==> config.mk <==
export PLATFORM = sky130hd
export DESIGN_NAME = fifo_uart_tx_flat
export DESIGN_NICKNAME = d
export VERILOG_FILES = /design/src/rtl/uart_pkg.sv /design/src/rtl/fifo_uart_tx_if.sv /design/src/rtl/uart_baud_gen.sv /design/src/rtl/fifo_uart_tx.sv /design/src/flat_wrapper.sv
export SDC_FILE = /design/constraint.sdc
export NUM_CORES = 1
export LEC_CHECK = 0
export BUFFER_PORTS_ARGS = -buffer_cell sky130_fd_sc_hd__clkbuf_2
export CAP_MARGIN = 20
export CORE_MARGIN = 8
export CORE_UTILIZATION = 50
export CTS_CLUSTER_SIZE = 30
export DETAILED_ROUTE_END_ITERATION = 6
export GPL_TIMING_DRIVEN = 0
export PLACE_DENSITY = 0.74
export RECOVER_POWER = 25
export SETUP_SLACK_MARGIN = 0.2
export SLEW_MARGIN = 30
export SYNTH_ARGS = -nofsm -noshare
export SYNTH_HDL_FRONTEND = slang
export SYNTH_SLANG_ARGS = --single-unit
==> constraint.sdc <==
create_clock -name clk -period 1.5 [get_ports clk]
set_input_delay 0.225 -clock clk [delete_from_list [all_inputs] [get_ports clk]]
set_output_delay 0.225 -clock clk [all_outputs]
set_load 0.05 [all_outputs]
==> src/rtl/uart_pkg.sv <==
// Shared definitions for the FIFO-drain UART transmitter.
//   tx_state_t        : transmitter FSM state encoding
//   DATA_BITS         : payload bits per frame
//   DEF_CLKS_PER_BIT  : default clock cycles per serial bit
package uart_pkg;

    localparam int DATA_BITS        = 8;
    localparam int DEF_CLKS_PER_BIT = 16;

    typedef enum logic [2:0] {
        ST_IDLE   = 3'd0,
        ST_READ   = 3'd1,
        ST_LOAD   = 3'd2,
        ST_START  = 3'd3,
        ST_DATA   = 3'd4,
        ST_PARITY = 3'd5,
        ST_STOP   = 3'd6
    } tx_state_t;

endpackage

==> src/rtl/fifo_uart_tx_if.sv <==
// Handshake bundle between the FIFO read port, the transmitter and the TX pin.
//   tx_en      : enable starting new frames          (to transmitter)
//   empty      : FIFO empty flag                     (to transmitter)
//   data_in    : FIFO data_out, valid after a rd     (to transmitter)
//   rd         : one-cycle FIFO pop request          (from transmitter)
//   tx         : serial line, idles high             (from transmitter)
//   busy       : frame in progress                   (from transmitter)
//   frame_done : pulse in the last stop-bit cycle    (from transmitter)
// Modports: slave = transmitter side, master = FIFO / system side.
interface fifo_uart_tx_if;
    import uart_pkg::*;

    logic                 tx_en;
    logic                 empty;
    logic [DATA_BITS-1:0] data_in;
    logic                 rd;
    logic                 tx;
    logic                 busy;
    logic                 frame_done;

    modport slave (
        input  tx_en, empty, data_in,
        output rd, tx, busy, frame_done
    );

    modport master (
        output tx_en, empty, data_in,
        input  rd, tx, busy, frame_done
    );

endinterface

==> src/rtl/uart_baud_gen.sv <==
// Bit-period timer for the UART transmitter.
// Counts 0..CLKS_PER_BIT-1 and wraps; clear forces the count to 0.
//   clk      : clock
//   rst      : asynchronous active-high reset
//   clear    : hold the counter at 0 (used outside the timed states)
//   tick     : terminal count, last cycle of the current bit
//   pre_tick : one cycle before tick, lets the owner register bit-end outputs
module uart_baud_gen #(
    parameter int CLKS_PER_BIT = 16
) (
    input  logic clk,
    input  logic rst,
    input  logic clear,
    output logic tick,
    output logic pre_tick
);

    localparam int                 CNT_W    = $clog2(CLKS_PER_BIT);
    localparam logic [CNT_W-1:0]   LAST     = CNT_W'(CLKS_PER_BIT - 1);
    localparam logic [CNT_W-1:0]   PRE_LAST = CNT_W'(CLKS_PER_BIT - 2);

    logic [CNT_W-1:0] cnt_q;
    logic [CNT_W-1:0] cnt_d;

    assign tick     = (cnt_q == LAST);
    assign pre_tick = (cnt_q == PRE_LAST);

    // Wrapping at the terminal count restarts the next bit at 0 without the
    // FSM having to pulse clear between consecutive bits.
    always_comb begin
        cnt_d = cnt_q + 1'b1;
        if (clear || tick) begin
            cnt_d = '0;
        end
    end

    always_ff @(posedge clk or posedge rst) begin
        if (rst) begin
            cnt_q <= '0;
        end else begin
            cnt_q <= cnt_d;
        end
    end

endmodule

==> src/rtl/fifo_uart_tx.sv <==
// FIFO drain stage: pops one byte at a time and sends it as a UART frame
// (start, 8 data bits LSB first, optional even parity, one stop bit).
//   clk  : clock
//   rst  : asynchronous active-high reset
//   bus  : fifo_uart_tx_if.slave (tx_en, empty, data_in in; rd, tx, busy,
//          frame_done out). All outputs come straight from flops.
//
// state     | meaning
// ----------+------------------------------------------------------------
// ST_IDLE   | line idle; wait for tx_en=1 and empty=0
// ST_READ   | rd pulse to the FIFO
// ST_LOAD   | FIFO data valid; capture byte and parity
// ST_START  | start bit (tx=0) for one bit period
// ST_DATA   | data bits, shreg[0] on the line, shift at each bit end
// ST_PARITY | even-parity bit for one bit period
// ST_STOP   | stop bit (tx=1); frame_done in its last cycle
module fifo_uart_tx
    import uart_pkg::*;
#(
    parameter int CLKS_PER_BIT = DEF_CLKS_PER_BIT,
    parameter bit PARITY_EN    = 1'b0
) (
    input  logic           clk,
    input  logic           rst,
    fifo_uart_tx_if.slave  bus
);

    localparam logic [2:0] LAST_BIT = 3'(DATA_BITS - 1);

    tx_state_t            state_q, state_d;
    logic [DATA_BITS-1:0] shreg_q, shreg_d;
    logic [2:0]           bit_idx_q, bit_idx_d;
    logic                 par_q, par_d;
    logic                 tx_q, tx_d;
    logic                 rd_q, rd_d;
    logic                 busy_q, busy_d;
    logic                 frame_done_q, frame_done_d;

    logic                 baud_clear;
    logic                 tick;
    logic                 pre_tick;

    // Held at zero until the first timed state, so START always begins at 0.
    assign baud_clear = (state_q == ST_IDLE) || (state_q == ST_READ) ||
                        (state_q == ST_LOAD);

    uart_baud_gen #(
        .CLKS_PER_BIT(CLKS_PER_BIT)
    ) u_baud (
        .clk      (clk),
        .rst      (rst),
        .clear    (baud_clear),
        .tick     (tick),
        .pre_tick (pre_tick)
    );

    always_ff @(posedge clk or posedge rst) begin
        if (rst) begin
            state_q      <= ST_IDLE;
            shreg_q      <= '0;
            bit_idx_q    <= '0;
            par_q        <= 1'b0;
            tx_q         <= 1'b1;
            rd_q         <= 1'b0;
            busy_q       <= 1'b0;
            frame_done_q <= 1'b0;
        end else begin
            state_q      <= state_d;
            shreg_q      <= shreg_d;
            bit_idx_q    <= bit_idx_d;
            par_q        <= par_d;
            tx_q         <= tx_d;
            rd_q         <= rd_d;
            busy_q       <= busy_d;
            frame_done_q <= frame_done_d;
        end
    end

    always_comb begin
        state_d = state_q;
        case (state_q)
            ST_IDLE: begin
                if (bus.tx_en && !bus.empty) begin
                    state_d = ST_READ;
                end
            end
            ST_READ:  state_d = ST_LOAD;
            ST_LOAD:  state_d = ST_START;
            ST_START: begin
                if (tick) begin
                    state_d = ST_DATA;
                end
            end
            ST_DATA: begin
                if (tick && (bit_idx_q == LAST_BIT)) begin
                    state_d = PARITY_EN ? ST_PARITY : ST_STOP;
                end
            end
            ST_PARITY: begin
                if (tick) begin
                    state_d = ST_STOP;
                end
            end
            ST_STOP: begin
                if (tick) begin
                    state_d = ST_IDLE;
                end
            end
            default: state_d = ST_IDLE;
        endcase
    end

    always_comb begin
        shreg_d   = shreg_q;
        bit_idx_d = bit_idx_q;
        par_d     = par_q;
        if (state_q == ST_LOAD) begin
            shreg_d   = bus.data_in;
            bit_idx_d = '0;
            par_d     = PARITY_EN ? (^bus.data_in) : 1'b0;
        end else if ((state_q == ST_DATA) && tick) begin
            shreg_d   = shreg_q >> 1;
            bit_idx_d = bit_idx_q + 3'd1;
        end
    end

    // Outputs are computed from the next state/datapath values so the flops
    // present them in the same cycle the FSM enters the matching state.
    always_comb begin
        rd_d         = (state_d == ST_READ);
        busy_d       = (state_d != ST_IDLE);
        frame_done_d = (state_q == ST_STOP) && pre_tick;
        case (state_d)
            ST_START:  tx_d = 1'b0;
            ST_DATA:   tx_d = shreg_d[0];
            ST_PARITY: tx_d = par_d;
            default:   tx_d = 1'b1;
        endcase
    end

    assign bus.rd         = rd_q;
    assign bus.tx         = tx_q;
    assign bus.busy       = busy_q;
    assign bus.frame_done = frame_done_q;

endmodule

==> src/flat_wrapper.sv <==
// flat-port wrapper written by rule: the top's interface ports become plain ports
module fifo_uart_tx_flat import uart_pkg::*;
#(
    parameter int CLKS_PER_BIT = DEF_CLKS_PER_BIT,
    parameter bit PARITY_EN    = 1'b0
)
  (clk, rst, bus_tx_en, bus_empty, bus_data_in, bus_rd, bus_tx, bus_busy, bus_frame_done);
  fifo_uart_tx_if bus_i ();
  input  logic clk;
  input  logic rst;
  input wire logic [$bits(bus_i.tx_en)-1:0] bus_tx_en;
  input wire logic [$bits(bus_i.empty)-1:0] bus_empty;
  input wire logic [$bits(bus_i.data_in)-1:0] bus_data_in;
  output wire logic [$bits(bus_i.rd)-1:0] bus_rd;
  output wire logic [$bits(bus_i.tx)-1:0] bus_tx;
  output wire logic [$bits(bus_i.busy)-1:0] bus_busy;
  output wire logic [$bits(bus_i.frame_done)-1:0] bus_frame_done;
  assign bus_i.tx_en = bus_tx_en;
  assign bus_i.empty = bus_empty;
  assign bus_i.data_in = bus_data_in;
  assign bus_rd = bus_i.rd;
  assign bus_tx = bus_i.tx;
  assign bus_busy = bus_i.busy;
  assign bus_frame_done = bus_i.frame_done;
  fifo_uart_tx #(.CLKS_PER_BIT(CLKS_PER_BIT), .PARITY_EN(PARITY_EN)) u_core (.clk(clk), .rst(rst), .bus(bus_i));
endmodule
==> summary.txt <==
Post-synthesis sequential area ratio = 0.498
Antenna diode count = 0
Cell count after synthesis = 113
Hold Startpoint = bus_data_in[5]
Via count = 961
Post-Synth Adder-Cell Area = 0.0432
GRT Total Usage = 0.135
Worst path depth = 5
Placed cell area = 1290 um2
CP Capture Type = register
FF-to-FF path depth = 5
Worst-Margin Slew = 0.836 ns
Max Clock Skew = 0.00836 ns
Final Cycle Share = 0.970
Number of CTS-inserted buffers = 3
Setup CP Type = reg2reg
Syn_area_per_cell = 10.3 um2
Die Y = 64.1 um
Max-Slew Margin vs Limit = 0.439
Multiplexer area fraction after synthesis = 0.0270
Status = complete, no violations
Slowest stage cell, crit path = dfrtp_1
Die ar. = 4110 um2
Slew Limit Fails = 0
Row cnt = 17
Endpoints failing hold = 0
Final min period = 1.46 ns
Clk_lat worst skew = 0.32 ns
Tightest Hold Check Type = in2reg
Post-route ant nets = 0
Buffers and inverters on the worst path = 0
# H-tree levels = 1
Pin count of the biggest net entering global routing = 24
Flop-to-flop setup slack = 0.04 ns
DRC = 0
PwrDens = 653 nW/um2
Via/cell ratio = 5.59
IO Pins = 16
Compound-gate portion of the synthesized area = 0.156
Starting DRT DRC Count = 22
Critical Path Source Type = register
Crit path arrival time = 1.71 ns
Routed len/inst = 15.2 um
Crit path max fanout = 4
Initial Utilization = 0.524
Max Root-Sink Buffers = 2
Area growth, synth to finish = 31.4%
Clock Pin Slew Worst Setup and Hold Paths = 0.14 ns
R2r endpoint = u_core.bus.tx$_DFF_PP1_
Layout cells sized above 1 = 0.472
Vias in the first global route = 1,086
Leakage power = 0.000720 uW
Post-Syn Area = 1160 um2
Nets@finish = 161
Core ar. = 2210 um2
Root buffer cell = clkbuf_4
First-pass GRT wire length = 4620 um
Endpoints failing setup = 0
Yosys warning count = 0
Worst Path Required = 1.76 ns
Final GP Congestion = 0.844
Drt total wl = 2620 um
Post-synthesis register bit count = 23
Net count after synthesis = 129
Antenna violations before repair = 0
# Max-Cap Violations = 0
Clock sinks = 23
IO Port Bufs = 15
Main combinational cell family by area after synthesis = simple AND/OR/NAND/NOR gates
Slowest cell delay on critical path = 0.44 ns
CTS tree = yes
Fin Setup TNS = 0 ns
Crit path cell chain = ha_4 > and3_4 > a32o_2 > a221oi_2 > o32ai_2
RR Startpoint = u_core.u_baud.cnt_q[1]$_DFF_PP0_
Worst ir drop on vdd = 0.000511 V
RSZ-0062 raised after global routing = yes
GRT Residual Overflow = 0
Simple-gate area share of the yosys netlist = 0.215
Highest Clock Rate = 0.687 GHz
Post-synthesis cell type count = 36
Xor and xnor fraction of the mapped netlist area = 0.0151
Delay-heaviest family, CP = compound AO/OA/AOI/OAI gates
Die Wd = 64.1 um
Hold Crit Endpoint = u_core.shreg_q[5]$_DFFE_PP0P_
Hold depth = 3
Drt first pass iters = 4
Design Area, Final = 1520 um2
Dpl hpwl = 1610 um
-- how the worst max path moves through the flow --
stage | start | endpoint | slack [ns]
floorplan | u_core.u_baud.cnt_q[0]$_DFF_PP0_ | u_core.bus.tx$_DFF_PP1_ | 0.12
finish | u_core.u_baud.cnt_q[1]$_DFF_PP0_ | u_core.bus.tx$_DFF_PP1_ | 0.04
global route | u_core.u_baud.cnt_q[1]$_DFF_PP0_ | u_core.bus.tx$_DFF_PP1_ | -0.02
global placement | u_core.state_q[1]$_DFF_PP0_ | u_core.bus.tx$_DFF_PP1_ | 0.03
detailed placement | u_core.state_q[1]$_DFF_PP0_ | u_core.bus.tx$_DFF_PP1_ | 0.008
CTS | u_core.u_baud.cnt_q[0]$_DFF_PP0_ | u_core.bus.tx$_DFF_PP1_ | 0.05
-- power by group --
group          total [uW]  internal [uW]  switching (uW)  leakage [uW]
Clock                 297           99.9             197     0.0000177
Combinational        58.6           27.6            31.0      0.000435
Sequential            639            632            6.82      0.000268
-- stage by stage --
step / power, uW / util / hold slack [ns] / worst slack [ns] / instances
4_1_cts: 999 / 0.657 / 0.0843 / 0.0476 / 170
3_3_place_gp: 699 / 0.583 / 0.415 / 0.0299 / 156
2_1_floorplan: 679 / - / 0.226 / 0.121 / 113
6_report: 995 / 0.688 / 0.0997 / 0.0447 / 172
3_5_place_dp: 701 / 0.583 / 0.443 / 0.00758 / 156
5_1_grt: 1030 / 0.688 / 0.108 / -0.0218 / 172
-- sequential cells by signal (all words and copies together), names as in the netlist, 3 cells and up --
register,cells
u_core.bit_idx_q,3
u_core.shreg_q,8
u_core.state_q,3
u_core.u_baud.cnt_q,4
-- logic make-up after synthesis --
family | after synthesis
AO/OA/AOI/OAI | 25
XOR/XNOR | 2
adder cells (fa/ha/maj) | 4
buffers and inverters | 10
flip-flops | 23
multiplexers | 3
AND/OR/NAND/NOR | 46
-- final cells by class --
class | count | area (um2)
Inverter | 4 | 17.5
Clock inverter | 1 | 5.00
Buffer | 6 | 51.3
Timing Repair Buffer | 27 | 178
Sequential cell | 23 | 578
Clock buffer | 3 | 22.5
Fill cell | 166 | 689
Multi-Input combinational cell | 80 | 636
Tap cell | 28 | 35.0
-- placed cells by master (no fill, tap or decap), types with 2 or more instances in the layout --
cell / instances
a21o_1: 2
a21oi_1: 3
a21oi_2: 2
a22oi_2: 4
buf_2: 2
buf_4: 11
buf_6: 5
clkbuf_2: 14
clkbuf_4: 3
dfrtp_1: 21
ha_2: 2
inv_1: 2
mux2i_1: 2
nand2_1: 16
nand2_2: 2
nand4_1: 2
nor2_1: 7
nor2_2: 3
nor3_1: 3
nor3b_4: 2
o21ai_1: 5
o21ai_2: 2
-- timing repair --
action | 4_1_cts | 5_1_grt
endpoints found under the hold margin | 0 | 22
pin swaps | 14 | 12
setup endpoints to repair | 15 | 21
cloned | 1 | 0
hold buffers | 0 | 1
setup buffers | 9 | 1
gates resized for setup | 15 | 20
-- per-layer routing --
| layer | track usage | up-vias | routed length (um) |
|---|---|---|---|
| li1 | - | 456 | - |
| met1 | 0.155 | 469 | 1070 |
| met2 | 0.232 | 31 | 1360 |
| met3 | 0.0331 | 5 | 148 |
| met4 | 0.0572 | 0 | 38 |
| met5 | 0 | - | 0 |
-- worst reg2reg max path, stage by stage (launching register included) --
cell and delay [ns]:
dfrtp_1 0.44, ha_4 0.20, and3_4 0.17, a32o_2 0.28
a221oi_2 0.21, o32ai_2 0.11
-- synth_stat cells --
cell type,instances,area share
nor3_4,1,0.014
nor2_1,10,0.032
buf_6,1,0.0097
a22oi_1,4,0.026
o21ai_0,1,0.0043
nand2_1,19,0.062
mux2_1,1,0.0097
a32oi_1,1,0.0076
nor2b_1,1,0.0054
xor2_1,1,0.0076
nand3_1,1,0.0043
xnor2_1,1,0.0076
or2_1,2,0.011
nand2b_1,2,0.011
a221oi_2,1,0.013
and3_4,1,0.0097
ha_1,4,0.043
nor3b_2,2,0.022
buf_4,1,0.0065
a41oi_1,1,0.0076
nand4_1,2,0.011
dfrtp_1,22,0.48
a21oi_2,1,0.0076
o21bai_1,1,0.0065
nand3_4,1,0.015
a21oi_1,5,0.022
o21ai_1,6,0.026
buf_2,4,0.017
o32ai_2,1,0.014
a21o_1,2,0.013
mux2i_1,2,0.017
nor3_1,3,0.013
a32o_1,1,0.0086
dfstp_2,1,0.023
nor4_1,1,0.0054
inv_1,4,0.013
(Power assumes the default switching activity.)
